--- src/rtl/fifo_sync_prog_if.sv ---
// Handshake bundle between the producer/consumer pipelines and fifo_sync_prog.
// master drives requests and thresholds, slave returns data, flags and status.
interface fifo_sync_prog_if #(
   parameter int DATA_WIDTH = 32,
   parameter int CW         = 5
);
   logic                  flush;
   logic [DATA_WIDTH-1:0] din;
   logic                  wr_en;
   logic                  rd_en;
   logic [CW-1:0]         prog_full_thresh;
   logic [CW-1:0]         prog_empty_thresh;
   logic [DATA_WIDTH-1:0] dout;
   logic                  data_valid;
   logic                  full;
   logic                  almost_full;
   logic                  prog_full;
   logic                  empty;
   logic                  almost_empty;
   logic                  prog_empty;
   logic                  wr_ack;
   logic                  overflow;
   logic                  underflow;
   logic [CW-1:0]         data_count;
   logic [CW-1:0]         peak_count;

   modport master (
      output flush, din, wr_en, rd_en,
      output prog_full_thresh, prog_empty_thresh,
      input  dout, data_valid,
      input  full, almost_full, prog_full,
      input  empty, almost_empty, prog_empty,
      input  wr_ack, overflow, underflow,
      input  data_count, peak_count
   );

   modport slave (
      input  flush, din, wr_en, rd_en,
      input  prog_full_thresh, prog_empty_thresh,
      output dout, data_valid,
      output full, almost_full, prog_full,
      output empty, almost_empty, prog_empty,
      output wr_ack, overflow, underflow,
      output data_count, peak_count
   );
endinterface

--- src/rtl/fifo_sync_prog.sv ---
// Single-clock FIFO with programmable thresholds, synchronous flush,
// peak-occupancy monitor and selectable standard / FWFT read mode.
module fifo_sync_prog #(
   parameter int                    FIFO_WRITE_DEPTH = 16,
   parameter int                    DATA_WIDTH       = 32,
   parameter bit                    READ_MODE_FWFT   = 1'b0,
   parameter logic [DATA_WIDTH-1:0] DOUT_RESET_VALUE = '0
) (
   input logic             wr_clk,
   input logic             rst_n,
   fifo_sync_prog_if.slave bus
);
   localparam int AW = $clog2(FIFO_WRITE_DEPTH);
   localparam int CW = AW + 1;
   localparam logic [CW-1:0] DEPTH = CW'(FIFO_WRITE_DEPTH);
   localparam logic [CW-1:0] ONE   = CW'(1);

   logic [DATA_WIDTH-1:0] mem [FIFO_WRITE_DEPTH];

   logic [CW-1:0]         wr_ptr;
   logic [CW-1:0]         rd_ptr;
   logic [CW-1:0]         count;
   logic [CW-1:0]         count_nxt;
   logic [CW-1:0]         peak;
   logic [DATA_WIDTH-1:0] dout_q;
   logic                  valid_q;
   logic                  wr_ack_q;
   logic                  overflow_q;
   logic                  underflow_q;
   logic                  full;
   logic                  empty;
   logic                  wr_acc;
   logic                  rd_acc;

   // Pointers carry one extra wrap bit so full and empty stay distinct.
   assign count = wr_ptr - rd_ptr;
   assign full  = (count == DEPTH);
   assign empty = (count == '0);

   assign wr_acc = bus.wr_en && !full && !bus.flush;
   assign rd_acc = bus.rd_en && !empty && !bus.flush;

   always_comb begin
      count_nxt = count;
      unique case ({wr_acc, rd_acc})
         2'b10:   count_nxt = count + ONE;
         2'b01:   count_nxt = count - ONE;
         default: count_nxt = count;
      endcase
   end

   always_ff @(posedge wr_clk) begin
      if (wr_acc) begin
         mem[wr_ptr[AW-1:0]] <= bus.din;
      end
   end

   always_ff @(posedge wr_clk or negedge rst_n) begin
      if (!rst_n) begin
         wr_ptr      <= '0;
         rd_ptr      <= '0;
         peak        <= '0;
         wr_ack_q    <= 1'b0;
         overflow_q  <= 1'b0;
         underflow_q <= 1'b0;
         valid_q     <= 1'b0;
      end else if (bus.flush) begin
         wr_ptr      <= '0;
         rd_ptr      <= '0;
         peak        <= '0;
         wr_ack_q    <= 1'b0;
         overflow_q  <= 1'b0;
         underflow_q <= 1'b0;
         valid_q     <= 1'b0;
      end else begin
         wr_ptr      <= wr_ptr + {{(CW-1){1'b0}}, wr_acc};
         rd_ptr      <= rd_ptr + {{(CW-1){1'b0}}, rd_acc};
         peak        <= (count_nxt > peak) ? count_nxt : peak;
         wr_ack_q    <= wr_acc;
         overflow_q  <= bus.wr_en && full;
         underflow_q <= bus.rd_en && empty;
         valid_q     <= rd_acc;
      end
   end

   // Holds the last word read; in FWFT it is only visible while empty.
   always_ff @(posedge wr_clk or negedge rst_n) begin
      if (!rst_n) begin
         dout_q <= DOUT_RESET_VALUE;
      end else if (rd_acc) begin
         dout_q <= mem[rd_ptr[AW-1:0]];
      end
   end

   assign bus.dout = (READ_MODE_FWFT && !empty) ?
                     mem[rd_ptr[AW-1:0]] : dout_q;
   assign bus.data_valid = READ_MODE_FWFT ? !empty : valid_q;

   assign bus.full         = full;
   assign bus.almost_full  = (count >= DEPTH - ONE);
   assign bus.prog_full    = (count >= bus.prog_full_thresh);
   assign bus.empty        = empty;
   assign bus.almost_empty = (count <= ONE);
   assign bus.prog_empty   = (count <= bus.prog_empty_thresh);
   assign bus.wr_ack       = wr_ack_q;
   assign bus.overflow     = overflow_q;
   assign bus.underflow    = underflow_q;
   assign bus.data_count   = count;
   assign bus.peak_count   = peak;
endmodule

--- src/flat_wrapper.sv ---
// flat-port wrapper written by rule: the top's interface ports become plain ports
module fifo_sync_prog_flat 
#(
   parameter int                    FIFO_WRITE_DEPTH = 16,
   parameter int                    DATA_WIDTH       = 32,
   parameter bit                    READ_MODE_FWFT   = 1'b0,
   parameter logic [DATA_WIDTH-1:0] DOUT_RESET_VALUE = '0
)
  (wr_clk, rst_n, bus_flush, bus_din, bus_wr_en, bus_rd_en, bus_prog_full_thresh, bus_prog_empty_thresh, bus_dout, bus_data_valid, bus_full, bus_almost_full, bus_prog_full, bus_empty, bus_almost_empty, bus_prog_empty, bus_wr_ack, bus_overflow, bus_underflow, bus_data_count, bus_peak_count);
  fifo_sync_prog_if #(.DATA_WIDTH(DATA_WIDTH), .CW((5))) bus_i ();
  input logic wr_clk;
  input logic rst_n;
  input wire logic [$bits(bus_i.flush)-1:0] bus_flush;
  input wire logic [$bits(bus_i.din)-1:0] bus_din;
  input wire logic [$bits(bus_i.wr_en)-1:0] bus_wr_en;
  input wire logic [$bits(bus_i.rd_en)-1:0] bus_rd_en;
  input wire logic [$bits(bus_i.prog_full_thresh)-1:0] bus_prog_full_thresh;
  input wire logic [$bits(bus_i.prog_empty_thresh)-1:0] bus_prog_empty_thresh;
  output wire logic [$bits(bus_i.dout)-1:0] bus_dout;
  output wire logic [$bits(bus_i.data_valid)-1:0] bus_data_valid;
  output wire logic [$bits(bus_i.full)-1:0] bus_full;
  output wire logic [$bits(bus_i.almost_full)-1:0] bus_almost_full;
  output wire logic [$bits(bus_i.prog_full)-1:0] bus_prog_full;
  output wire logic [$bits(bus_i.empty)-1:0] bus_empty;
  output wire logic [$bits(bus_i.almost_empty)-1:0] bus_almost_empty;
  output wire logic [$bits(bus_i.prog_empty)-1:0] bus_prog_empty;
  output wire logic [$bits(bus_i.wr_ack)-1:0] bus_wr_ack;
  output wire logic [$bits(bus_i.overflow)-1:0] bus_overflow;
  output wire logic [$bits(bus_i.underflow)-1:0] bus_underflow;
  output wire logic [$bits(bus_i.data_count)-1:0] bus_data_count;
  output wire logic [$bits(bus_i.peak_count)-1:0] bus_peak_count;
  assign bus_i.flush = bus_flush;
  assign bus_i.din = bus_din;
  assign bus_i.wr_en = bus_wr_en;
  assign bus_i.rd_en = bus_rd_en;
  assign bus_i.prog_full_thresh = bus_prog_full_thresh;
  assign bus_i.prog_empty_thresh = bus_prog_empty_thresh;
  assign bus_dout = bus_i.dout;
  assign bus_data_valid = bus_i.data_valid;
  assign bus_full = bus_i.full;
  assign bus_almost_full = bus_i.almost_full;
  assign bus_prog_full = bus_i.prog_full;
  assign bus_empty = bus_i.empty;
  assign bus_almost_empty = bus_i.almost_empty;
  assign bus_prog_empty = bus_i.prog_empty;
  assign bus_wr_ack = bus_i.wr_ack;
  assign bus_overflow = bus_i.overflow;
  assign bus_underflow = bus_i.underflow;
  assign bus_data_count = bus_i.data_count;
  assign bus_peak_count = bus_i.peak_count;
  fifo_sync_prog #(.FIFO_WRITE_DEPTH(FIFO_WRITE_DEPTH), .DATA_WIDTH(DATA_WIDTH), .READ_MODE_FWFT(READ_MODE_FWFT), .DOUT_RESET_VALUE(DOUT_RESET_VALUE)) u_core (.wr_clk(wr_clk), .rst_n(rst_n), .bus(bus_i));
endmodule
--- config.mk ---
export PLATFORM = sky130hd
export DESIGN_NAME = fifo_sync_prog_flat
export DESIGN_NICKNAME = d
export VERILOG_FILES = /design/src/rtl/fifo_sync_prog_if.sv /design/src/rtl/fifo_sync_prog.sv /design/src/flat_wrapper.sv
export SDC_FILE = /design/constraint.sdc
export NUM_CORES = 1
export LEC_CHECK = 0
export ABC_AREA = 1
export BUFFER_PORTS_ARGS = -buffer_cell sky130_fd_sc_hd__buf_2
export CORE_UTILIZATION = 35
export CTS_CLUSTER_DIAMETER = 40
export DETAILED_ROUTE_END_ITERATION = 10
export GPL_TIMING_DRIVEN = 1
export HOLD_SLACK_MARGIN = 0.06
export PLACE_DENSITY = 0.56
export SYNTH_ARGS = -nofsm -noshare
export SYNTH_HDL_FRONTEND = slang
export SYNTH_SLANG_ARGS = --single-unit
--- constraint.sdc ---
create_clock -name wr_clk -period 5.7 [get_ports wr_clk]
set_input_delay 0 -clock wr_clk [delete_from_list [all_inputs] [get_ports wr_clk]]
set_output_delay 0 -clock wr_clk [all_outputs]
set_load 0.02 [all_outputs]
==> flow_summary.ini <==
[yosys]
synth_compound_area_share_pct = 10.5
avgSynthCellArea_um2 = 12.2
netlist_top_cells_area = edfxtp_1 (66%), nor2_1 (6.5%), dfrtp_1 (5.5%)
yosys_warnings = 0
synth_xor_area_share_pct = 0.0379
ys_seq_elements = 563
yosys.area_share.simple_pct = 12.3
synth_top_flop_cell = edfxtp_1
synthArstFlopShare_pct = 9.06
synthCells = 1888
synth_top_area_cell = edfxtp_1
synth_top_family_by_area = simple AND/OR/NAND/NOR gates
synth_fa_ha_area_share_pct = 1.71
synth-seq-area-share_pct = 72.0
synth.net_count = 1966
synth_area_um2 = 23100
yosysUniqueCellTypes = 34
synth_mux_area_share_pct = 0
yosysTopAreaCellShare_pct = 66.5
synth_edf_count = 512

[die]
die_h_um = 259
start_util_pct = 35.7
top_level_ports = 99
dieArea_um2 = 67100
die-width_um = 259
coreArea_um2 = 64800
rows = 93

[finish]
area_growth_pct = 20.0
nets = 2115
fillers = 5890
final_common_cell = edfxtp_1
final_cell_mix = edfxtp_1 (512), nor2_1 (403), o21ai_0 (228)
drive_above_1_share_pct = 14.8

[cts]
clkTransAtPathRegs_ns = 0.05
ctsLongestPathBuffers = 3
cts_tree = built
htreeDepth = 3
clk_latency_ns = 0.62
cts.sinks = 563
cts_buffers = 87
clock-root-buffer = clkbuf_16

[sta]
slew_headroom_pct = 25.2
fin_ws_ns = 0.959
fin_skew_ns = 0.0257
rsz0062_at_grt = no
period_share_pct = 83.2
layout_min_cycle_time_ns = 4.74
setup_viol_count_final = 0
hold_violations = 0
setup_tns_ns = 0
fmax_mhz = 211
tightest_slew_ns = 1.12
final-max-slew-violation-count = 0

[worst_setup_path]
crit_top_cell = ha_1
cp_max_fo = 58
cp-end-kind = flip-flop
crit_arrival_ns = 5.27
cp-start-kind = flip-flop
path_cells = ha_1, fa_1, ha_1, inv_1, nor2_4, nand2_2, nand3_2, ha_1, inv_1, nand3_1, and2_1, ha_1, nand2_1, inv_1, nand3_1, o211ai_1, nand2_1, nor2_1, nand2_1, o21ai_0
worstPathRequired_ns = 6.23
slowest_delay_ns = 0.87
crit_slowest_cell = dfrtp_4
path_class = reg -> reg

[power_and_ir_drop]
p_int_w = 0.00852
clkPwrFrac_pct = 43.1
p_sw_share_pct = 29.1
power.leakage_nw = 9.93
combPwrFrac_pct = 17.0
p_sw_w = 0.00349
p_per_area_nw_per_um2 = 433
peakVddDrop_mv = 0.274
power_frac_seq_pct = 39.9
fin_total_pwr_w = 0.0120

[route]
vias = 15200
drc = 0
wl_per_cell_um = 20.5
drt-pass1-iter-count = 5
wirelength_um = 60700
avgViaCountPerCell = 5.13
first_iter_violations = 1420
antenna_left = 0

[flow_run]
drv_cap = 0

[run_status]
outcome = complete, no violations

[global_routing]
grt_overflow = 0
grt_first_pass_wirelength_um = 91800
globalRouteTotalUtil_pct = 18.2
first_global_vias = 14900
grt_antenna_before_repair = 2
grt_max_degree = 145

[placed_design]
portBuffers = 98
gp_congestion = 0.803
dpl_worst_slack_ns = 0.950
dp_hpwl_um = 29500

[worst_hold_path]
worstHoldPathType = in -> async
[routing by layer]
layer | track usage (%) | share of wire [%] | up-vias
met5 | 0 | 0.018 | -
met4 | 6.10 | 2.2 | 2
met3 | 3.17 | 6.3 | 100
met2 | 28.8 | 46 | 477
met1 | 25.3 | 46 | 7537
li1 | - | - | 7102
[cells in the mapped netlist (all sizes together) (2+ instances only)]
master	count
a21oi	11
buf	55
clkbuf	59
dfrtp	51
edfxtp	512
ha	30
inv	54
nand2	193
nand3	88
nor2	404
nor3	20
o211ai	131
o21ai	268
o21bai	2
o31ai	2
[registers in the layout (all words and copies together), names as in the netlist]
register	cells
u_core.bus.overflow	1
u_core.bus.underflow	1
u_core.bus.dout	32
u_core.mem	512
u_core.bus.data_valid	1
u_core.bus.wr_ack	1
u_core.wr_ptr	5
u_core.bus.peak_count	5
u_core.rd_ptr	5
[stage by stage]
step	cell area [um2]	hold slack, ns	instances	util [%]
3_3_place_gp	24500	0.265	2765	37.8
6_report	27700	0.136	2966	42.8
3_5_place_dp	24500	0.257	2765	37.8
5_1_grt	27700	0.225	2966	42.8
2_1_floorplan	23100	-0.296	1888	-
4_1_cts	27700	0.155	2965	42.8
[power groups by stage]
stage | Sequential (W) | Clock [W] | Combinational (W)
after floorplan | 0.00497 | 0 | 0.00135
after global placement | 0.00488 | 0 | 0.00200
after detailed placement | 0.00488 | 0 | 0.00203
after CTS | 0.00480 | 0.00525 | 0.00206
after global routing | 0.00482 | 0.00544 | 0.00231
final | 0.00480 | 0.00517 | 0.00204
[worst max-delay path: cells and delay by family, from the launching register on]
kind | cells | cell delay [ns]
simple gates | 10 | 1.35
fa+ha+maj | 5 | 1.85
buf+inv | 3 | 0.34
compound gates | 2 | 0.24
flops | 1 | 0.87
[logic make-up after synthesis]
| group | after synthesis |
|---|---|
| AO/OA/AOI/OAI | 416 |
| XOR/XNOR | 1 |
| adder cells (fa/ha/maj) | 31 |
| buffers and inverters | 169 |
| flip-flops | 563 |
| AND/OR/NAND/NOR | 708 |
[final cells by class]
type	count	area [um2]	area share, %
repair buffers	174	1180	4.26
inverters	55	211	0.762
diodes	1	2.50	0.00902
flip-flops and latches	563	16700	60.0
clock buffers	103	2290	8.25
multi-input cells	1156	5750	20.7
well taps	855	1070	3.86
clock inverters	59	584	2.11
[final timing paths]
check | slack (ns) | cells past startpoint | end | start
hold / removal | 0.14 | 3 | u_core.bus.dout[19]$_DFFE_PN0N_ | rst_n
min in group wr_clk | 0.29 | 3 | u_core.rd_ptr[1]$_DFF_PN0_ | bus_flush
setup / recovery | 0.96 | 20 | u_core.bus.peak_count[2]$_DFFE_PN0P_ | u_core.rd_ptr[0]$_DFF_PN0_
max in group asynchronous | 4.91 | 3 | u_core.rd_ptr[0]$_DFF_PN0_ | rst_n
setup reg to reg | 0.96 | 20 | u_core.bus.peak_count[2]$_DFFE_PN0P_ | u_core.rd_ptr[0]$_DFF_PN0_
hold reg to reg | 0.47 | 2 | u_core.bus.dout[17]$_DFFE_PN0N_ | u_core.bus.dout[17]$_DFFE_PN0N_
[timing repair]
item / in CTS / in global routing
buffers inserted: 0 / 0
hold buffers: 38 / 0
endpoints found under the hold margin: 585 / 0
gates resized for setup: 0 / 0
Power figures use the tool's default switching activity.
